`config.mk`:
```
export PLATFORM = sky130hd
export DESIGN_NAME = sha256_nonce_ctrl_flat
export DESIGN_NICKNAME = d
export VERILOG_FILES = /design/src/rtl/sha256_nonce_ctrl_if.sv /design/src/rtl/sha256_nonce_ctrl.sv /design/src/flat_wrapper.sv
export SDC_FILE = /design/constraint.sdc
export NUM_CORES = 1
export LEC_CHECK = 0
export BUFFER_PORTS_ARGS = -buffer_cell sky130_fd_sc_hd__buf_2
export CORE_MARGIN = 1.5
export CORE_UTILIZATION = 35
export DETAILED_ROUTE_END_ITERATION = 8
export PLACE_DENSITY_LB_ADDON = 0.05
export SLEW_MARGIN = 40
export SYNTH_ARGS = -nofsm -noshare
export SYNTH_HDL_FRONTEND = slang
export SYNTH_SLANG_ARGS = --single-unit
```
`constraint.sdc`:
```
create_clock -name clk -period 4 [get_ports clk]
set_clock_uncertainty 0.05 [all_clocks]
set_input_delay 1 -clock clk [delete_from_list [all_inputs] [get_ports clk]]
set_output_delay 1 -clock clk [all_outputs]
set_load 0.05 [all_outputs]
```
`src/rtl/sha256_nonce_ctrl_if.sv`:
```
// Work/hit handshake between the host-side work registers, the hash pipes
// and the nonce sequencer.
interface sha256_nonce_ctrl_if #(
    parameter int N_CORES = 2
);
    logic                   start;
    logic                   abort;
    logic [31:0]            nonce_base;
    logic [31:0]            nonce_limit;
    logic [N_CORES*32-1:0]  core_nonce;
    logic                   core_issue;
    logic [N_CORES*32-1:0]  hash_head;
    logic                   busy;
    logic                   done;
    logic                   gn_valid;
    logic [31:0]            gn_nonce;
    logic                   gn_ready;
    logic [7:0]             gn_dropped;

    modport master (
        output start, abort, nonce_base, nonce_limit, hash_head, gn_ready,
        input  core_nonce, core_issue, busy, done, gn_valid, gn_nonce, gn_dropped
    );

    modport slave (
        input  start, abort, nonce_base, nonce_limit, hash_head, gn_ready,
        output core_nonce, core_issue, busy, done, gn_valid, gn_nonce, gn_dropped
    );
endinterface

```
`src/rtl/sha256_nonce_ctrl.sv`:
```
// Nonce sequencer and golden-nonce capture for N_CORES parallel free-running
// double-SHA256 pipelines.
//
// state   | meaning
// --------+-----------------------------------------------------------
// S_IDLE  | no job; core_issue low, waiting for start
// S_RUN   | issuing one nonce group per cycle until the limit is covered
// S_DRAIN | waiting PIPE_LAT cycles for the final results, done on the last
module sha256_nonce_ctrl #(
    parameter int          N_CORES    = 2,
    parameter int          CORE_BITS  = 1,
    parameter int          PIPE_LAT   = 256,
    parameter int          FIFO_DEPTH = 4,
    parameter logic [31:0] MATCH_WORD = 32'ha41f32e7
) (
    input  logic               clk,
    input  logic               rst_n,
    sha256_nonce_ctrl_if.slave bus
);
    localparam int          AW        = $clog2(FIFO_DEPTH);
    localparam int          DW        = $clog2(PIPE_LAT + 1);
    localparam logic [31:0] STEP      = 32'(N_CORES);
    localparam logic [31:0] BASE_MASK = ~((32'd1 << CORE_BITS) - 32'd1);

    typedef enum logic [1:0] {S_IDLE, S_RUN, S_DRAIN} state_t;

    state_t                state;
    logic [31:0]           cnt;
    logic [31:0]           lim;
    logic [31:0]           rcnt;
    logic [31:0]           hit_base;
    logic [N_CORES*32-1:0] nonce_q;
    logic                  issue_q;
    logic                  busy_q;
    logic                  done_q;
    logic [DW-1:0]         drain_cnt;
    logic [PIPE_LAT-1:0]   vld_sr;
    logic [N_CORES-1:0]    hit_q;
    logic [N_CORES-1:0]    hit_next;

    logic [31:0]           fifo_mem [FIFO_DEPTH];
    logic [AW-1:0]         wr_ptr;
    logic [AW-1:0]         rd_ptr;
    logic [AW:0]           fifo_cnt;
    logic [7:0]            dropped_q;

    logic                  restart;
    logic                  last_issue;
    logic                  vld_out;
    logic [31:0]           base_al;
    logic                  push_req;
    logic                  push_ok;
    logic                  pop;
    logic                  fifo_full;
    logic [31:0]           push_off;
    logic [31:0]           push_nonce;
    logic [4:0]            hit_cnt;
    logic [4:0]            drop_inc;
    logic [8:0]            dropped_sum;
    logic [7:0]            dropped_next;

    assign restart    = bus.start && (state != S_IDLE);
    assign vld_out    = vld_sr[PIPE_LAT-1];
    assign base_al    = bus.nonce_base & BASE_MASK;
    // 33-bit compare so a group ending at 32'hFFFFFFFF is still seen as last
    assign last_issue = ({1'b0, cnt} + 33'(N_CORES - 1)) >= {1'b0, lim};

    always_comb begin
        hit_next = '0;
        for (int k = 0; k < N_CORES; k++) begin
            hit_next[k] = vld_out
                       && (bus.hash_head[k*32 +: 32] == MATCH_WORD)
                       && (({1'b0, rcnt} + 33'(k)) <= {1'b0, lim});
        end
    end

    always_comb begin
        push_req = 1'b0;
        push_off = '0;
        hit_cnt  = '0;
        for (int k = N_CORES - 1; k >= 0; k--) begin
            if (hit_q[k]) begin
                push_req = 1'b1;
                push_off = 32'(k);
            end
        end
        for (int k = 0; k < N_CORES; k++) begin
            hit_cnt = hit_cnt + 5'(hit_q[k]);
        end
    end

    assign push_nonce   = hit_base + push_off;
    assign fifo_full    = (fifo_cnt == (AW+1)'(FIFO_DEPTH));
    assign pop          = (fifo_cnt != '0) && bus.gn_ready;
    assign push_ok      = push_req && (!fifo_full || pop);
    assign drop_inc     = push_req ? (hit_cnt - 5'd1 + 5'(!push_ok)) : 5'd0;
    assign dropped_sum  = {1'b0, dropped_q} + 9'(drop_inc);
    assign dropped_next = dropped_sum[8] ? 8'hFF : dropped_sum[7:0];

    always_ff @(posedge clk or negedge rst_n) begin
        if (!rst_n) begin
            state     <= S_IDLE;
            cnt       <= '0;
            lim       <= '0;
            rcnt      <= '0;
            hit_base  <= '0;
            nonce_q   <= '0;
            issue_q   <= 1'b0;
            busy_q    <= 1'b0;
            done_q    <= 1'b0;
            drain_cnt <= '0;
            vld_sr    <= '0;
            hit_q     <= '0;
        end else begin
            done_q   <= 1'b0;
            vld_sr   <= {vld_sr[PIPE_LAT-2:0], issue_q};
            hit_q    <= hit_next;
            hit_base <= rcnt;
            if (vld_out) begin
                rcnt <= rcnt + STEP;
            end
            if (bus.start) begin
                state   <= S_RUN;
                cnt     <= base_al;
                lim     <= bus.nonce_limit;
                rcnt    <= base_al;
                issue_q <= 1'b1;
                busy_q  <= 1'b1;
                for (int k = 0; k < N_CORES; k++) begin
                    nonce_q[k*32 +: 32] <= base_al + 32'(k);
                end
                if (restart) begin
                    vld_sr <= '0;
                    hit_q  <= '0;
                end
            end else if (bus.abort) begin
                state   <= S_IDLE;
                issue_q <= 1'b0;
                busy_q  <= 1'b0;
                vld_sr  <= '0;
                hit_q   <= '0;
            end else begin
                case (state)
                    S_RUN: begin
                        if (last_issue) begin
                            state     <= S_DRAIN;
                            issue_q   <= 1'b0;
                            drain_cnt <= DW'(PIPE_LAT - 1);
                        end else begin
                            cnt <= cnt + STEP;
                            for (int k = 0; k < N_CORES; k++) begin
                                nonce_q[k*32 +: 32] <= cnt + STEP + 32'(k);
                            end
                        end
                    end
                    S_DRAIN: begin
                        if (drain_cnt == '0) begin
                            state  <= S_IDLE;
                            busy_q <= 1'b0;
                        end else begin
                            drain_cnt <= drain_cnt - DW'(1);
                            done_q    <= (drain_cnt == DW'(1));
                        end
                    end
                    default: ;
                endcase
            end
        end
    end

    always_ff @(posedge clk or negedge rst_n) begin
        if (!rst_n) begin
            wr_ptr    <= '0;
            rd_ptr    <= '0;
            fifo_cnt  <= '0;
            dropped_q <= '0;
            for (int i = 0; i < FIFO_DEPTH; i++) begin
                fifo_mem[i] <= '0;
            end
        end else if (restart) begin
            wr_ptr    <= '0;
            rd_ptr    <= '0;
            fifo_cnt  <= '0;
            dropped_q <= '0;
        end else begin
            if (push_ok) begin
                fifo_mem[wr_ptr] <= push_nonce;
                wr_ptr           <= wr_ptr + AW'(1);
            end
            if (pop) begin
                rd_ptr <= rd_ptr + AW'(1);
            end
            fifo_cnt  <= fifo_cnt + (AW+1)'(push_ok) - (AW+1)'(pop);
            dropped_q <= dropped_next;
        end
    end

    assign bus.core_nonce = nonce_q;
    assign bus.core_issue = issue_q;
    assign bus.busy       = busy_q;
    assign bus.done       = done_q;
    assign bus.gn_valid   = (fifo_cnt != '0);
    assign bus.gn_nonce   = fifo_mem[rd_ptr];
    assign bus.gn_dropped = dropped_q;
endmodule

```
`src/flat_wrapper.sv`:
```
// flat-port wrapper written by rule: the top's interface ports become plain ports
module sha256_nonce_ctrl_flat 
#(
    parameter int          N_CORES    = 2,
    parameter int          CORE_BITS  = 1,
    parameter int          PIPE_LAT   = 256,
    parameter int          FIFO_DEPTH = 4,
    parameter logic [31:0] MATCH_WORD = 32'ha41f32e7
)
  (clk, rst_n, bus_start, bus_abort, bus_nonce_base, bus_nonce_limit, bus_hash_head, bus_gn_ready, bus_core_nonce, bus_core_issue, bus_busy, bus_done, bus_gn_valid, bus_gn_nonce, bus_gn_dropped);
  sha256_nonce_ctrl_if #(.N_CORES(N_CORES)) bus_i ();
  input  logic clk;
  input  logic rst_n;
  input wire logic [$bits(bus_i.start)-1:0] bus_start;
  input wire logic [$bits(bus_i.abort)-1:0] bus_abort;
  input wire logic [$bits(bus_i.nonce_base)-1:0] bus_nonce_base;
  input wire logic [$bits(bus_i.nonce_limit)-1:0] bus_nonce_limit;
  input wire logic [$bits(bus_i.hash_head)-1:0] bus_hash_head;
  input wire logic [$bits(bus_i.gn_ready)-1:0] bus_gn_ready;
  output wire logic [$bits(bus_i.core_nonce)-1:0] bus_core_nonce;
  output wire logic [$bits(bus_i.core_issue)-1:0] bus_core_issue;
  output wire logic [$bits(bus_i.busy)-1:0] bus_busy;
  output wire logic [$bits(bus_i.done)-1:0] bus_done;
  output wire logic [$bits(bus_i.gn_valid)-1:0] bus_gn_valid;
  output wire logic [$bits(bus_i.gn_nonce)-1:0] bus_gn_nonce;
  output wire logic [$bits(bus_i.gn_dropped)-1:0] bus_gn_dropped;
  assign bus_i.start = bus_start;
  assign bus_i.abort = bus_abort;
  assign bus_i.nonce_base = bus_nonce_base;
  assign bus_i.nonce_limit = bus_nonce_limit;
  assign bus_i.hash_head = bus_hash_head;
  assign bus_i.gn_ready = bus_gn_ready;
  assign bus_core_nonce = bus_i.core_nonce;
  assign bus_core_issue = bus_i.core_issue;
  assign bus_busy = bus_i.busy;
  assign bus_done = bus_i.done;
  assign bus_gn_valid = bus_i.gn_valid;
  assign bus_gn_nonce = bus_i.gn_nonce;
  assign bus_gn_dropped = bus_i.gn_dropped;
  sha256_nonce_ctrl #(.N_CORES(N_CORES), .CORE_BITS(CORE_BITS), .PIPE_LAT(PIPE_LAT), .FIFO_DEPTH(FIFO_DEPTH), .MATCH_WORD(MATCH_WORD)) u_core (.clk(clk), .rst_n(rst_n), .bus(bus_i));
endmodule
```
**Yosys cells after proc, flatten, opt, wreduce, memory -nomap -nowiden**

Index checks and enable logic that the tools add are counted.

- $add $sub $neg: 16
- Magnitude comparators: 6
- Equality and inequality tests: 12
- Muxes and demuxes: 54
- Bitwise operators: 5
- Reduce and logical (&&, ||, !) cells: 30

Operator list:

| cell | number |
|---|---|
| 256-bit 2-to-1 mux | 3 |
| 32-bit 2-to-1 mux | 9 |
| 64-bit 2-to-1 mux | 4 |
| 128-bit bitwise mux | 1 |
| 32-bit by 1-bit adder with 33-bit output, second input constant | 2 |
| 32-bit by 1-bit adder with 32-bit output, second input constant | 2 |
| 32-bit by 2-bit adder with 32-bit output, second input constant | 2 |
| 32-bit binary-select mux with 2-bit select | 1 |
| 32-bit demux with 2-bit select | 1 |
| 32-bit equality test, second input constant | 2 |
| 33-bit by 32-bit >= comparator with 1-bit output | 1 |
| 33-bit by 32-bit less-or-equal comparator with 1-bit output | 1 |
| 32-bit by 1-bit adder with 32-bit output | 1 |
| 32-bit less-or-equal comparator | 1 |
| 2-bit 2-to-1 mux | 11 |
| 9-bit 2-to-1 mux | 2 |
| 9-bit case mux with 2 select lines | 1 |
| 1-bit 2-to-1 mux | 16 |
| 8-bit 2-to-1 mux | 2 |
| 3-bit nonzero test | 5 |
| 2-bit nonzero test | 6 |
| 8-bit by 5-bit adder with 9-bit output | 1 |
| 9-bit by 1-bit equality test with 1-bit output, second input constant | 1 |
| 9-bit logical NOT | 1 |
| other kinds (27) | 46 |

- Register bits after elaboration: 607
- Output and inout bits: 108
- Logic and storage cells: 143

**Logic depth before layout (Yosys ltp)**

- Depth after elaboration: 10
- Mapped depth: 14

**Worst setup path after synthesis**

No wires, ideal clock.

- Path type: input to register
- Start: in bus_gn_ready
- End: reg u_core.dropped_q[0], in the netlist u_core.bus.gn_dropped[0]
- Setup time: 0.080 ns
- Arrival time: 3.419 ns
- Data required time: 3.870 ns
- Setup slack: 0.451 ns
- Cell stages on the path: 10
- Buffers on the path: 0
- Path through: nor4b_1 > nor2_1 > ha_1 > ha_1 > or2_2 > fa_1 > o21ai_0 > a21o_1 > nand4_1 > a21oi_1

- Cells in the longest elaborated chain, start to end: 9

RTL lines:

| element | line | RTL |
|---|---|---|
| start: declaration | flat_wrapper.sv:19 | `input wire logic [$bits(bus_i.gn_ready)-1:0] bus_gn_ready;` |
| 1-bit logical AND | sha256_nonce_ctrl.sv:94 | `assign pop = (fifo_cnt != '0) && bus.gn_ready;` |
| 1-bit logical OR | sha256_nonce_ctrl.sv:95 | `assign push_ok = push_req && (!fifo_full \|\| pop);` |
| 1-bit logical AND | sha256_nonce_ctrl.sv:95 |  |
| 1-bit logical NOT | sha256_nonce_ctrl.sv:96 | `assign drop_inc = push_req ? (hit_cnt - 5'd1 + 5'(!push_ok)) : 5'd0;` |
| 5-bit by 1-bit adder with 5-bit output | sha256_nonce_ctrl.sv:96 |  |
| 5-bit 2-to-1 mux | sha256_nonce_ctrl.sv:96 |  |
| 8-bit by 5-bit adder with 9-bit output | sha256_nonce_ctrl.sv:97 | `assign dropped_sum = {1'b0, dropped_q} + 9'(drop_inc);` |
| 8-bit 2-to-1 mux | sha256_nonce_ctrl.sv:98 | `assign dropped_next = dropped_sum[8] ? 8'hFF : dropped_sum[7:0];` |
| 8-bit 2-to-1 mux | sha256_nonce_ctrl.sv:180 | `end else if (restart) begin` |
| end signal: assignment | sha256_nonce_ctrl.sv:194 | `dropped_q <= dropped_next;` |
| end: declaration | sha256_nonce_ctrl.sv:45 | `logic [7:0] dropped_q;` |

Every way passes these cells.
A chain may end at the register's enable or synchronous reset.

**Worst setup path in the final report**

- Start: reg u_core.rd_ptr[0]
- End: out bus_gn_nonce[29]

- Cells in the longest elaborated chain, start to end: 4

RTL lines:

| element | line | RTL |
|---|---|---|
| start: declaration | sha256_nonce_ctrl.sv:43 | `logic [AW-1:0] rd_ptr;` |
| start signal: assignment | sha256_nonce_ctrl.sv:191 | `rd_ptr <= rd_ptr + AW'(1);` |
| 2-bit inverter with 3-bit output (implied by the code) | sha256_nonce_ctrl.sv:203 | `assign bus.gn_nonce = fifo_mem[rd_ptr];` |
| 32-bit binary-select mux with 2-bit select | sha256_nonce_ctrl.sv:203 |  |
| 32-bit 2-to-1 mux (implied by the code) (2 in a row) | sha256_nonce_ctrl.sv:203 |  |
| end: declaration | flat_wrapper.sv:25 | `output wire logic [$bits(bus_i.gn_nonce)-1:0] bus_gn_nonce;` |

Every way passes these cells. The select of a mux whose other input is x is not followed.

==> results by group <==
Synthesis
  • Yosys cell types: between 70 and 80
  • Synth Warn #: 0
  • Cell Area, Synth: 25,090 um^2
  • Sequential area share after synthesis: 0.5695
  • Post-Syn Area per Cell: between 10 and 15 um^2
  • Synth top area share: 0.5695
  • Post-synth EDFFs: 0
  • Register bit count reported by yosys: approximately 570
  • Ys flop type: dfrtp_1
  • Post-synthesis async set-or-reset flop share: 1.000
  • Largest cells by area after synthesis: dfrtp_1 57%, mux2_2 7.3%, and2_1 6.6%
  • Most area-hungry cell type in the Yosys netlist: dfrtp_1
  • Cell count after synthesis: 2,042
  • Post-Syn Nets: 2,291

STA
  • Final Cycle Share: 0.8962
  • Slew headroom: 0.5872
  • Final setup viols: 0
  • Final Worst Setup Slack: 0.4152 ns
  • Final critical-path required period: 3.585 ns
  • Fmax achieved: ~280 MHz
  • Final Hold Viols: 0
  • RSZ-0062 raised after global routing: no
  • Slew @ Worst Pin: roughly 0.60 ns
  • Slew Viols, Final: 0

Final layout
  • Final Instance Area: 29,610 um^2
  • Final-stage net count: ~2,500
  • Layout fillers: between 6,000 and 7,000
  • Layout overhead on the synthesized area: 18.01%
  • Layout Cells excl Fill: 3,239
  • Layout cells sized above 1: 0.2634

Placement
  • Post-DP HPWL: 43,430 um
  • Final Wtd Congestion: 0.7940
  • Dpl ws: -0.03308 ns
  • Placed cells: 3,124
  • PortBufs: 239
  • Placed Instance Area: 27,390 um^2

Critical path
  • WP buf/inv: 2
  • CP Launch Point: u_core.rd_ptr[0]$_DFFE_PN0P_
  • CP max FO: 15
  • CP peak stage delay: roughly 0.73 ns
  • R2R Path Start: u_core.fifo_cnt[1]$_DFF_PN0_
  • FF-to-FF End: u_core.bus.gn_dropped[0]$_DFF_PN0_
  • WP data required: 2.95 ns
  • WS Path Type: register to primary output
  • Critical path arrival: 2.53 ns
  • Delay-heaviest family, CP: flip-flops
  • Endpoint class of the critical path: primary output
  • R2R setup slack: around 0.66 ns
  • R2r worst-path depth: 10
  • Critical path cell sequence: buf_4, mux4_2, buf_2
  • CP startpoint kind: register
  • CP max stage cell: dfrtp_2

Floorplan
  • Die area: between 70,000 and 80,000 um^2
  • Die X: between 200 and 300 um
  • Io pins: between 200 and 250
  • Core area: 70,510 um^2
  • Cell Rows: 97
  • Initial Util: 0.3558
  • Die height: 270.7 um

Power and ir drop
  • Leakage: 14.36 nW
  • Max VDD drop: 0.0002560 V
  • Cell area power density: 464.6 nW/um^2

CTS
  • CTS clk-pin slew, worst paths: about 0.060 ns
  • Inserted Clock Buffers: 67
  • Clk root buf: clkbuf_16
  • Htree depth: 3
  • TritonCTS clock tree: done
  • Worst-Skew Late Latency: 0.60 ns
  • Post-CTS setup repair buffer count: 0
  • Clock buffer depth: 3
  • Post-CTS Hold Buffers: 0
  • CTS Sinks: around 570
  • Post-cts resize count: 0

Global routing
  • Global route overflow: 0
  • Initial antenna violation count: 6
  • Vias in the first global route: 16,840
  • Largest net degree at the start of global routing: approximately 260
  • GRT Overall Usage: 0.1777
  • Global-route wire length before repair: 101,200 um

Job
  • Max-Cap Viols: 0

Routing
  • Via count: between 15,000 and 20,000
  • Routed WL per cell: 19.58 um
  • DRT Wirelength: 63,420 um
  • ANT nets after route: 0
  • Iter 0 DRT Violations: about 940
  • DRC violations left: 0
  • DR pass1 iterations: 5
  • Via density: 4.897

Hold path
  • Hold Crit Class: input pin to asynchronous set/reset pin

Outcome
  • Status: completed
per-layer routing:
| layer | up-vias | global-route usage | wire (um) |
|---|---|---|---|
| li1 | 7371 | - | - |
| met4 | 2 | 0.05866 | 1568 |
| met1 | 8104 | 0.2628 | 31420 |
| met2 | 288 | 0.2630 | 27740 |
| met5 | - | 0 | 13 |
| met3 | 95 | 0.03044 | 2677 |
report_power, final:
part / internal [mW] / switching (mW) / leakage (nW)
clock: 3.66 / 2.39 / 1.07
combinational: 0.498 / 1.03 / 5.71
sequential: 5.95 / 0.236 / 7.58
worst max-delay path by stage:
stage / cells past startpoint / slack (ns) / endpoint
after global routing: 3 / 0.21 / bus_gn_nonce[29]
final: 3 / 0.42 / bus_gn_nonce[29]
after detailed placement: 11 / -0.03 / u_core.bus.gn_dropped[1]$_DFF_PN0_
after global placement: 11 / 0.06 / u_core.bus.gn_dropped[1]$_DFF_PN0_
after floorplan: 10 / 0.45 / u_core.bus.gn_dropped[0]$_DFF_PN0_
after CTS: 3 / 0.31 / bus_gn_nonce[29]
layout make-up:
cell class / instances / area [um^2] / share of cell area
tap: 940 / 1176 / 0.03972
sequential: 571 / 14290 / 0.4826
antenna: 2 / 5.005 / 0.0001690
multi-input combinational: 1264 / 9991 / 0.3374
clock buffer: 103 / 2056 / 0.06943
clock inverter: 9 / 131.4 / 0.004437
inverter: 66 / 247.7 / 0.008367
timing repair buffer: 284 / 1712 / 0.05781
cell usage in the layout (no fill, tap or decap), types with 18 or more instances in the layout:
master and count:
a21o_1 22, a21oi_1 54, and2_1 266, buf_2 237
buf_4 34, clkbuf_16 70, clkbuf_8 18, dfrtp_1 570
ha_1 114, inv_1 65, mux2_2 163, mux4_2 32
nand2_1 107, nand3_1 28, nand4_1 33, nor2_1 52
nor3_1 48, o21ai_0 80, xnor2_1 47, xor2_1 46
Yosys cell counts (5+ instances only):
cell,count
nand3_1,28
mux4_2,32
nand4_1,33
nand2_1,107
clkbuf_1,103
a21o_1,22
dfrtp_1,571
nor3_1,48
a22o_1,5
ha_1,114
inv_1,65
and4_1,11
mux2i_1,14
xnor2_1,47
o21ai_0,80
and3_1,15
mux2_2,163
o21a_1,7
nor4_1,7
buf_1,9
a21oi_1,55
nor2_1,52
nor4bb_1,5
buf_2,22
xor2_1,46
nand2b_1,12
and2_1,266
buf_4,7
nor4_2,5
a21boi_0,8
nor2b_1,5
cells by family after synthesis:
group,count (synthesis),share of synthesized area
simple gates,627,0.1449
flops,571,0.5695
compound gates,215,0.05231
mux,213,0.1093
buf+inv,207,0.03311
fa+ha+maj,116,0.05845
xor+xnor,93,0.03246
stage by stage:
step	TNS [ns]	power [mW]	util	hold WS, ns
after floorplan	0	7.196	-	0.3647
after global placement	0	7.780	0.3877	0.3810
after detailed placement	-0.1012	7.821	0.3884	0.3830
after CTS	0	14.02	0.4194	0.2795
after global routing	0	14.45	0.4199	0.3133
final	0	13.76	0.4199	0.3031
sequential cells by signal (all words and copies together) (netlist names), 2 cells and up:
register and count:
u_core.vld_sr 256, u_core.fifo_mem 128, u_core.bus.core_nonce 62, u_core.lim 32
u_core.hit_base 31, u_core.rcnt 31, u_core.drain_cnt 9, u_core.bus.gn_dropped 8
u_core.fifo_cnt 3, u_core.hit_q 2, u_core.rd_ptr 2, u_core.state 2
u_core.wr_ptr 2
Note: power is estimated with default switching activity, not from simulation.
